===== config.mk =====
export PLATFORM = sky130hd
export DESIGN_NAME = multicycle_control_unit
export DESIGN_NICKNAME = d
export VERILOG_FILES = /design/src/rtl/multicycle_control_unit.sv
export SDC_FILE = /design/constraint.sdc
export NUM_CORES = 1
export LEC_CHECK = 0
export CAP_MARGIN = 20
export CORE_MARGIN = 2
export CORE_UTILIZATION = 32
export CTS_BUF_LIST = sky130_fd_sc_hd__clkbuf_2
export DETAILED_ROUTE_END_ITERATION = 8
export HOLD_SLACK_MARGIN = 0.02
export PLACE_DENSITY_LB_ADDON = 0.2
export SETUP_SLACK_MARGIN = 0.4
export SYNTH_ARGS = -nofsm -noshare
export SYNTH_HDL_FRONTEND = slang
export SYNTH_SLANG_ARGS = --single-unit

===== constraint.sdc =====
create_clock -name clk -period 1.6 [get_ports clk]
set_clock_uncertainty 0.1 [all_clocks]
set_input_delay 0.24 -clock clk [delete_from_list [all_inputs] [get_ports clk]]
set_output_delay 0.24 -clock clk [all_outputs]
set_load 0.02 [all_outputs]

===== src/rtl/multicycle_control_unit.sv =====
// multicycle_control_unit
// Control FSM for the multicycle RV32I core. Sequences each instruction
// through fetch/decode/execute/memory/writeback over a shared ALU and memory,
// stretches memory states on mem_ready, and flags illegal instructions.

module multicycle_control_unit #(
   parameter bit ENABLE_BNE      = 1'b1,
   parameter bit TRAP_ON_ILLEGAL = 1'b1
) (
   input  logic        clk,
   input  logic        rst_n,
   input  logic [31:0] Instr,
   input  logic        Zero,
   input  logic        mem_ready,
   output logic        PCWrite,
   output logic        IRWrite,
   output logic        RegWrite,
   output logic        MemWrite,
   output logic        AdrSrc,
   output logic [1:0]  ALUSrcA,
   output logic [1:0]  ALUSrcB,
   output logic [1:0]  ResultSrc,
   output logic [2:0]  ALUControl,
   output logic [2:0]  ImmSrc,
   output logic        instr_done,
   output logic        illegal_instr,
   output logic [3:0]  state_o
);

   typedef enum logic [3:0] {
      S_FETCH    = 4'd0,
      S_DECODE   = 4'd1,
      S_MEMADR   = 4'd2,
      S_MEMREAD  = 4'd3,
      S_MEMWB    = 4'd4,
      S_MEMWRITE = 4'd5,
      S_EXECR    = 4'd6,
      S_EXECI    = 4'd7,
      S_ALUWB    = 4'd8,
      S_BRANCH   = 4'd9,
      S_JAL      = 4'd10,
      S_JALR_TGT = 4'd11,
      S_JALR_PC  = 4'd12,
      S_LUI      = 4'd13,
      S_TRAP     = 4'd14
   } state_t;

   localparam logic [6:0] OP_LOAD   = 7'b0000011;
   localparam logic [6:0] OP_STORE  = 7'b0100011;
   localparam logic [6:0] OP_RTYPE  = 7'b0110011;
   localparam logic [6:0] OP_ITYPE  = 7'b0010011;
   localparam logic [6:0] OP_BRANCH = 7'b1100011;
   localparam logic [6:0] OP_JAL    = 7'b1101111;
   localparam logic [6:0] OP_JALR   = 7'b1100111;
   localparam logic [6:0] OP_LUI    = 7'b0110111;

   localparam logic [2:0] ALU_ADD   = 3'b000;
   localparam logic [2:0] ALU_SUB   = 3'b001;
   localparam logic [2:0] ALU_AND   = 3'b010;
   localparam logic [2:0] ALU_OR    = 3'b011;
   localparam logic [2:0] ALU_PASSB = 3'b100;
   localparam logic [2:0] ALU_SLT   = 3'b101;

   localparam logic [2:0] IMM_I = 3'b000;
   localparam logic [2:0] IMM_S = 3'b001;
   localparam logic [2:0] IMM_B = 3'b010;
   localparam logic [2:0] IMM_J = 3'b011;
   localparam logic [2:0] IMM_U = 3'b100;

   state_t      state_r;
   state_t      state_next_s;
   logic        illegal_r;

   logic [6:0]  opcode_s;
   logic [2:0]  funct3_s;
   logic        funct7b5_s;
   logic        instr_unused_s;
   logic        alu_f3_legal_s;
   logic        br_beq_s;
   logic        br_bne_s;

   logic        pc_write_s;
   logic        ir_write_s;
   logic        reg_write_s;
   logic        mem_write_s;
   logic        adr_src_s;
   logic [1:0]  alu_src_a_s;
   logic [1:0]  alu_src_b_s;
   logic [1:0]  result_src_s;
   logic [2:0]  alu_control_s;
   logic [2:0]  imm_src_s;
   logic        instr_done_s;

   // Immediate format implied by the opcode
   function automatic logic [2:0] imm_sel_f(input logic [6:0] op);
      logic [2:0] sel;
      case (op)
         OP_STORE:  sel = IMM_S;
         OP_BRANCH: sel = IMM_B;
         OP_JAL:    sel = IMM_J;
         OP_LUI:    sel = IMM_U;
         default:   sel = IMM_I;
      endcase
      return sel;
   endfunction

   // ALU operation for the supported R/I-type funct3 values
   function automatic logic [2:0] alu_op_f(input logic [2:0] f3, input logic sub);
      logic [2:0] op;
      case (f3)
         3'b000:  op = sub ? ALU_SUB : ALU_ADD;
         3'b110:  op = ALU_OR;
         3'b111:  op = ALU_AND;
         3'b010:  op = ALU_SLT;
         default: op = ALU_ADD;
      endcase
      return op;
   endfunction

   // funct3 values the ALU paths implement
   function automatic logic alu_f3_legal_f(input logic [2:0] f3);
      logic ok;
      case (f3)
         3'b000, 3'b110, 3'b111, 3'b010: ok = 1'b1;
         default:                        ok = 1'b0;
      endcase
      return ok;
   endfunction

   assign opcode_s       = Instr[6:0];
   assign funct3_s       = Instr[14:12];
   assign funct7b5_s     = Instr[30];
   assign instr_unused_s = ^{Instr[31], Instr[29:15], Instr[11:7]};
   assign alu_f3_legal_s = alu_f3_legal_f(funct3_s);
   assign br_beq_s       = (funct3_s == 3'b000);
   assign br_bne_s       = ENABLE_BNE && (funct3_s == 3'b001);

   // State register
   always_ff @(posedge clk or negedge rst_n) begin
      if (!rst_n) begin
         state_r <= S_FETCH;
      end else begin
         state_r <= state_next_s;
      end
   end

   // Sticky illegal-instruction flag, set once TRAP is reached
   always_ff @(posedge clk or negedge rst_n) begin
      if (!rst_n) begin
         illegal_r <= 1'b0;
      end else if (state_r == S_TRAP) begin
         illegal_r <= 1'b1;
      end else begin
         illegal_r <= illegal_r;
      end
   end

   // Next-state logic
   always_comb begin
      state_next_s = state_r;
      case (state_r)
         S_FETCH: begin
            if (mem_ready) state_next_s = S_DECODE;
            else           state_next_s = S_FETCH;
         end
         S_DECODE: begin
            case (opcode_s)
               OP_LOAD, OP_STORE: state_next_s = S_MEMADR;
               OP_RTYPE:          state_next_s = S_EXECR;
               OP_ITYPE:          state_next_s = S_EXECI;
               OP_BRANCH:         state_next_s = S_BRANCH;
               OP_JAL:            state_next_s = S_JAL;
               OP_JALR:           state_next_s = S_JALR_TGT;
               OP_LUI:            state_next_s = S_LUI;
               default:           state_next_s = S_TRAP;
            endcase
         end
         S_MEMADR: begin
            // opcode bit 5 separates stores (0100011) from loads (0000011)
            if (opcode_s[5]) state_next_s = S_MEMWRITE;
            else             state_next_s = S_MEMREAD;
         end
         S_MEMREAD: begin
            if (mem_ready) state_next_s = S_MEMWB;
            else           state_next_s = S_MEMREAD;
         end
         S_MEMWB: state_next_s = S_FETCH;
         S_MEMWRITE: begin
            if (mem_ready) state_next_s = S_FETCH;
            else           state_next_s = S_MEMWRITE;
         end
         S_EXECR, S_EXECI: begin
            if (alu_f3_legal_s) state_next_s = S_ALUWB;
            else                state_next_s = S_TRAP;
         end
         S_ALUWB: state_next_s = S_FETCH;
         S_BRANCH: begin
            if (br_beq_s || br_bne_s) state_next_s = S_FETCH;
            else                      state_next_s = S_TRAP;
         end
         S_JAL:      state_next_s = S_ALUWB;
         S_JALR_TGT: state_next_s = S_JALR_PC;
         S_JALR_PC:  state_next_s = S_ALUWB;
         S_LUI:      state_next_s = S_ALUWB;
         S_TRAP: begin
            if (TRAP_ON_ILLEGAL) state_next_s = S_TRAP;
            else                 state_next_s = S_FETCH;
         end
         default: state_next_s = S_FETCH;
      endcase
   end

   // Per-state datapath controls
   always_comb begin
      pc_write_s    = 1'b0;
      ir_write_s    = 1'b0;
      reg_write_s   = 1'b0;
      mem_write_s   = 1'b0;
      adr_src_s     = 1'b0;
      alu_src_a_s   = 2'b00;
      alu_src_b_s   = 2'b00;
      result_src_s  = 2'b00;
      alu_control_s = ALU_ADD;
      imm_src_s     = IMM_I;
      instr_done_s  = 1'b0;
      case (state_r)
         S_FETCH: begin
            alu_src_b_s  = 2'b10;
            result_src_s = 2'b10;
            ir_write_s   = mem_ready;
            pc_write_s   = mem_ready;
         end
         S_DECODE: begin
            // OldPC + Imm: branch/JAL target lands in ALUOut
            alu_src_a_s = 2'b01;
            alu_src_b_s = 2'b01;
            imm_src_s   = imm_sel_f(opcode_s);
         end
         S_MEMADR: begin
            // Immediate format kept live so stores use the S-type offset
            alu_src_a_s = 2'b10;
            alu_src_b_s = 2'b01;
            imm_src_s   = imm_sel_f(opcode_s);
         end
         S_MEMREAD: begin
            adr_src_s = 1'b1;
         end
         S_MEMWB: begin
            result_src_s = 2'b01;
            reg_write_s  = 1'b1;
            instr_done_s = 1'b1;
         end
         S_MEMWRITE: begin
            adr_src_s    = 1'b1;
            mem_write_s  = 1'b1;
            instr_done_s = mem_ready;
         end
         S_EXECR: begin
            alu_src_a_s   = 2'b10;
            alu_control_s = alu_op_f(funct3_s, funct7b5_s);
         end
         S_EXECI: begin
            alu_src_a_s   = 2'b10;
            alu_src_b_s   = 2'b01;
            imm_src_s     = imm_sel_f(opcode_s);
            alu_control_s = alu_op_f(funct3_s, 1'b0);
         end
         S_ALUWB: begin
            reg_write_s  = 1'b1;
            instr_done_s = 1'b1;
         end
         S_BRANCH: begin
            alu_src_a_s   = 2'b10;
            alu_control_s = ALU_SUB;
            if (br_beq_s) begin
               pc_write_s   = Zero;
               instr_done_s = 1'b1;
            end else if (br_bne_s) begin
               pc_write_s   = ~Zero;
               instr_done_s = 1'b1;
            end else begin
               pc_write_s   = 1'b0;
               instr_done_s = 1'b0;
            end
         end
         S_JAL, S_JALR_PC: begin
            // OldPC + 4 computed while PC takes the target held in ALUOut
            alu_src_a_s = 2'b01;
            alu_src_b_s = 2'b10;
            pc_write_s  = 1'b1;
         end
         S_JALR_TGT: begin
            alu_src_a_s = 2'b10;
            alu_src_b_s = 2'b01;
            imm_src_s   = imm_sel_f(opcode_s);
         end
         S_LUI: begin
            imm_src_s     = IMM_U;
            alu_src_b_s   = 2'b01;
            alu_control_s = ALU_PASSB;
         end
         S_TRAP: begin
            instr_done_s = ~TRAP_ON_ILLEGAL;
         end
         default: begin
            pc_write_s = 1'b0;
         end
      endcase
   end

   // Enables are forced low while reset is held, independent of the clock
   assign PCWrite       = rst_n & pc_write_s;
   assign IRWrite       = rst_n & ir_write_s;
   assign RegWrite      = rst_n & reg_write_s;
   assign MemWrite      = rst_n & mem_write_s;
   assign instr_done    = rst_n & instr_done_s;
   assign AdrSrc        = adr_src_s;
   assign ALUSrcA       = alu_src_a_s;
   assign ALUSrcB       = alu_src_b_s;
   assign ResultSrc     = result_src_s;
   assign ALUControl    = alu_control_s;
   assign ImmSrc        = imm_src_s;
   assign illegal_instr = illegal_r | (state_r == S_TRAP);
   assign state_o       = state_r;

endmodule


==> results.json <==
{
  "status": "finished, violations left",
  "violations": "negative setup slack",
  "slowest_stage": "or4_4",
  "max_stage_delay_ns": 0.50,
  "clk_latency_ns": 0.26,
  "critPathTopFamily": "simple AND/OR/NAND/NOR gates",
  "dpl_worst_slack_ns": -0.729,
  "vias": 1513,
  "synth_commonest_cells": "nand2_1, nor2_1, a21oi_1, nand2b_1, nor3_1",
  "cts_buffers": 3,
  "area_growth_syn_to_layout_pct": 168,
  "ir_worst_vdd_mv": 1.67,
  "core.rowCount": 18,
  "synthArstFlopShare_pct": 100,
  "stdcell_count": 252,
  "syn_nets": 157,
  "reg2reg_to": "state_o[2]$_DFF_PN0_",
  "drt-vias-per-instance": 6.00,
  "clock_sinks": 5,
  "yosys_register_bits": 5,
  "p_leak_nw": 0.993,
  "ctsRootBufferMaster": "clkbuf_2",
  "grt_pass1_wl_um": 6550,
  "synth_top_cell_by_area": "dfrtp_1",
  "wl_per_cell_um": 21.6,
  "cts_tree": "built",
  "syn_area_um2": 837,
  "start_kind": "flip-flop",
  "die_area_mm2": 0.00304,
  "setup_ws_ns": -0.602,
  "nets": 259,
  "ys_warn_count": 0,
  "gp_congestion": 0.819,
  "crit_fanout": 2,
  "post-route-drc-count": 0,
  "cts_buffer_depth": 2,
  "track_usage_pct": 31.4,
  "ioPinCount": 59,
  "route.final.wire_length_um": 5450,
  "tightest_slew_ns": 0.379,
  "htreeDepth": 1,
  "hold_violations": 0,
  "cts.clk_slew.worst_paths_ns": 0.10,
  "rsz0062_at_grt": "true",
  "r2r_slack_ns": -0.33,
  "ant_nets": 0,
  "setup_tns_ns": -7.54,
  "r2r.worst_path.cells": 8,
  "crit_chain": "nand2b_4 > or2_1 > or4_4 > a21oi_4 > buf_6",
  "hpwlAfterDp_um": 2640,
  "critPathArrivalTime_ns": 1.86,
  "firstDrtPassIters": 5,
  "die_w_um": 55.1,
  "synth_seq_area_share_pct": 14.9,
  "period_needed_ns": 2.20,
  "grt_max_degree": 13,
  "ys.flop_type": "dfrtp_1",
  "drt_iter0_markers": 110,
  "end_kind": "output pin",
  "period_share_pct": 138,
  "die_h_um": 55.1,
  "crit_required_ns": 1.26,
  "cts_hold_buf": 0,
  "synthCells": 121,
  "antenna_found_initial": 0,
  "ys_types": 44,
  "diodes": 0,
  "synth_top_area_share_pct": 14.9,
  "avgSynthCellArea_um2": 6.92,
  "r2r_start": "state_o[3]$_DFF_PN0_",
  "ys_top_cells_by_area": "dfrtp_1, nand2b_1, nand2_1",
  "slew_headroom_pct": 74.1,
  "grt_pass1_vias": 1407,
  "crit_buf_inv": 1,
  "synth_edf_count": 0,
  "setup.worst_path.class": "flip-flop to output pin",
  "min_path_type": "input port to asynchronous set/reset pin",
  "final_max_slew_viol_count": 0,
  "p_per_area_mw_per_mm2": 1770,
  "place_inst": 222,
  "fmax_ghz": 0.454,
  "start_util_pct": 33.8,
  "setup_viol": 24,
  "final_layout_size_suffix_gt1_share_pct": 64.4,
  "fp.coreArea_mm2": 0.00248,
  "synth.most_common_cell": "nand2_1",
  "cap_violations": 0,
  "grt-ovfl-total": 0,
  "port_buffers": 37
}
worst register-to-register path: stages (launching register included):
cell and delay [ns]:
dfrtp_2 0.47, buf_12 0.15, buf_12 0.14, buf_6 0.12, buf_8 0.13, buf_6 0.13, nor2_2 0.11, o22ai_1 0.10
or3_1 0.39
area by class of cell:
type / count / area [um^2]
fillers: 100 / 231
inverters: 4 / 18.8
multi-input cells: 103 / 955
clock buffers: 4 / 20.0
repair buffers: 106 / 1080
well taps: 30 / 37.5
flip-flops and latches: 5 / 130
per-layer routing:
metal  vias to the layer above  part of all wire (%)  GRT usage, %
met5                         -                     0             0
met4                         0                   4.5          16.3
met3                        32                   8.9          4.84
met1                       709                    37          33.7
met2                       124                    50          58.7
li1                        648                     -             -
per-stage QoR:
step | cell area, um^2 | hold slack, ns | util [%] | power, W
global placement | 1650 | 0.352 | 66.7 | 0.00237
global route | 2250 | 0.0745 | 90.7 | 0.00414
finish | 2250 | 0.0665 | 90.7 | 0.00398
CTS | 2070 | 0.105 | 83.4 | 0.00343
floorplan | 1000 | -0.156 | - | 0.00155
detailed placement | 1650 | 0.384 | 66.7 | 0.00240
what timing repair did:
item	CTS	global route
endpoints found under the setup margin	28	28
pin swaps	15	11
gates cloned	2	0
buffers inserted	15	9
gates resized for setup	176	25
sequential cells by signal (all words and copies together), names as in the netlist:
| name | flops |
|---|---|
| illegal_r | 1 |
| state_o | 4 |
power breakdown:
part           total, W  leakage (nW)  switching, W  internal, W
clock          0.000150        0.0166     0.0000832    0.0000664
combinational   0.00360         0.921       0.00168      0.00192
sequential     0.000236        0.0548     0.0000593     0.000176
total           0.00398         0.993       0.00182      0.00216
worst max path at each step:
stage	startpoint	endpoint	slack [ns]	cells after the start
3_5_place_dp	Instr[3]	ImmSrc[2]	-0.73	6
6_report	state_o[1]$_DFF_PN0_	PCWrite	-0.60	5
2_1_floorplan	state_o[2]$_DFF_PN0_	PCWrite	-0.28	4
5_1_grt	state_o[2]$_DFF_PN0_	PCWrite	-0.62	5
4_1_cts	state_o[1]$_DFF_PN0_	PCWrite	-0.49	5
3_3_place_gp	Instr[12]	PCWrite	-0.70	5
cell families after synthesis:
logic type,share of synthesized area (%)
buf+inv,7.47
flops,14.9
xor+xnor,4.19
compound gates,27.8
mux,1.20
simple gates,44.4
placed cells by master (no fill, tap or decap), types with 5 or more instances in the layout:
cell type	count
nand2b_4	6
buf_12	5
nand2_1	9
nand3_1	6
buf_8	5
nor2_1	5
buf_4	50
clkdlybuf4s50_1	12
buf_6	30
Power figures use the tool's default switching activity.
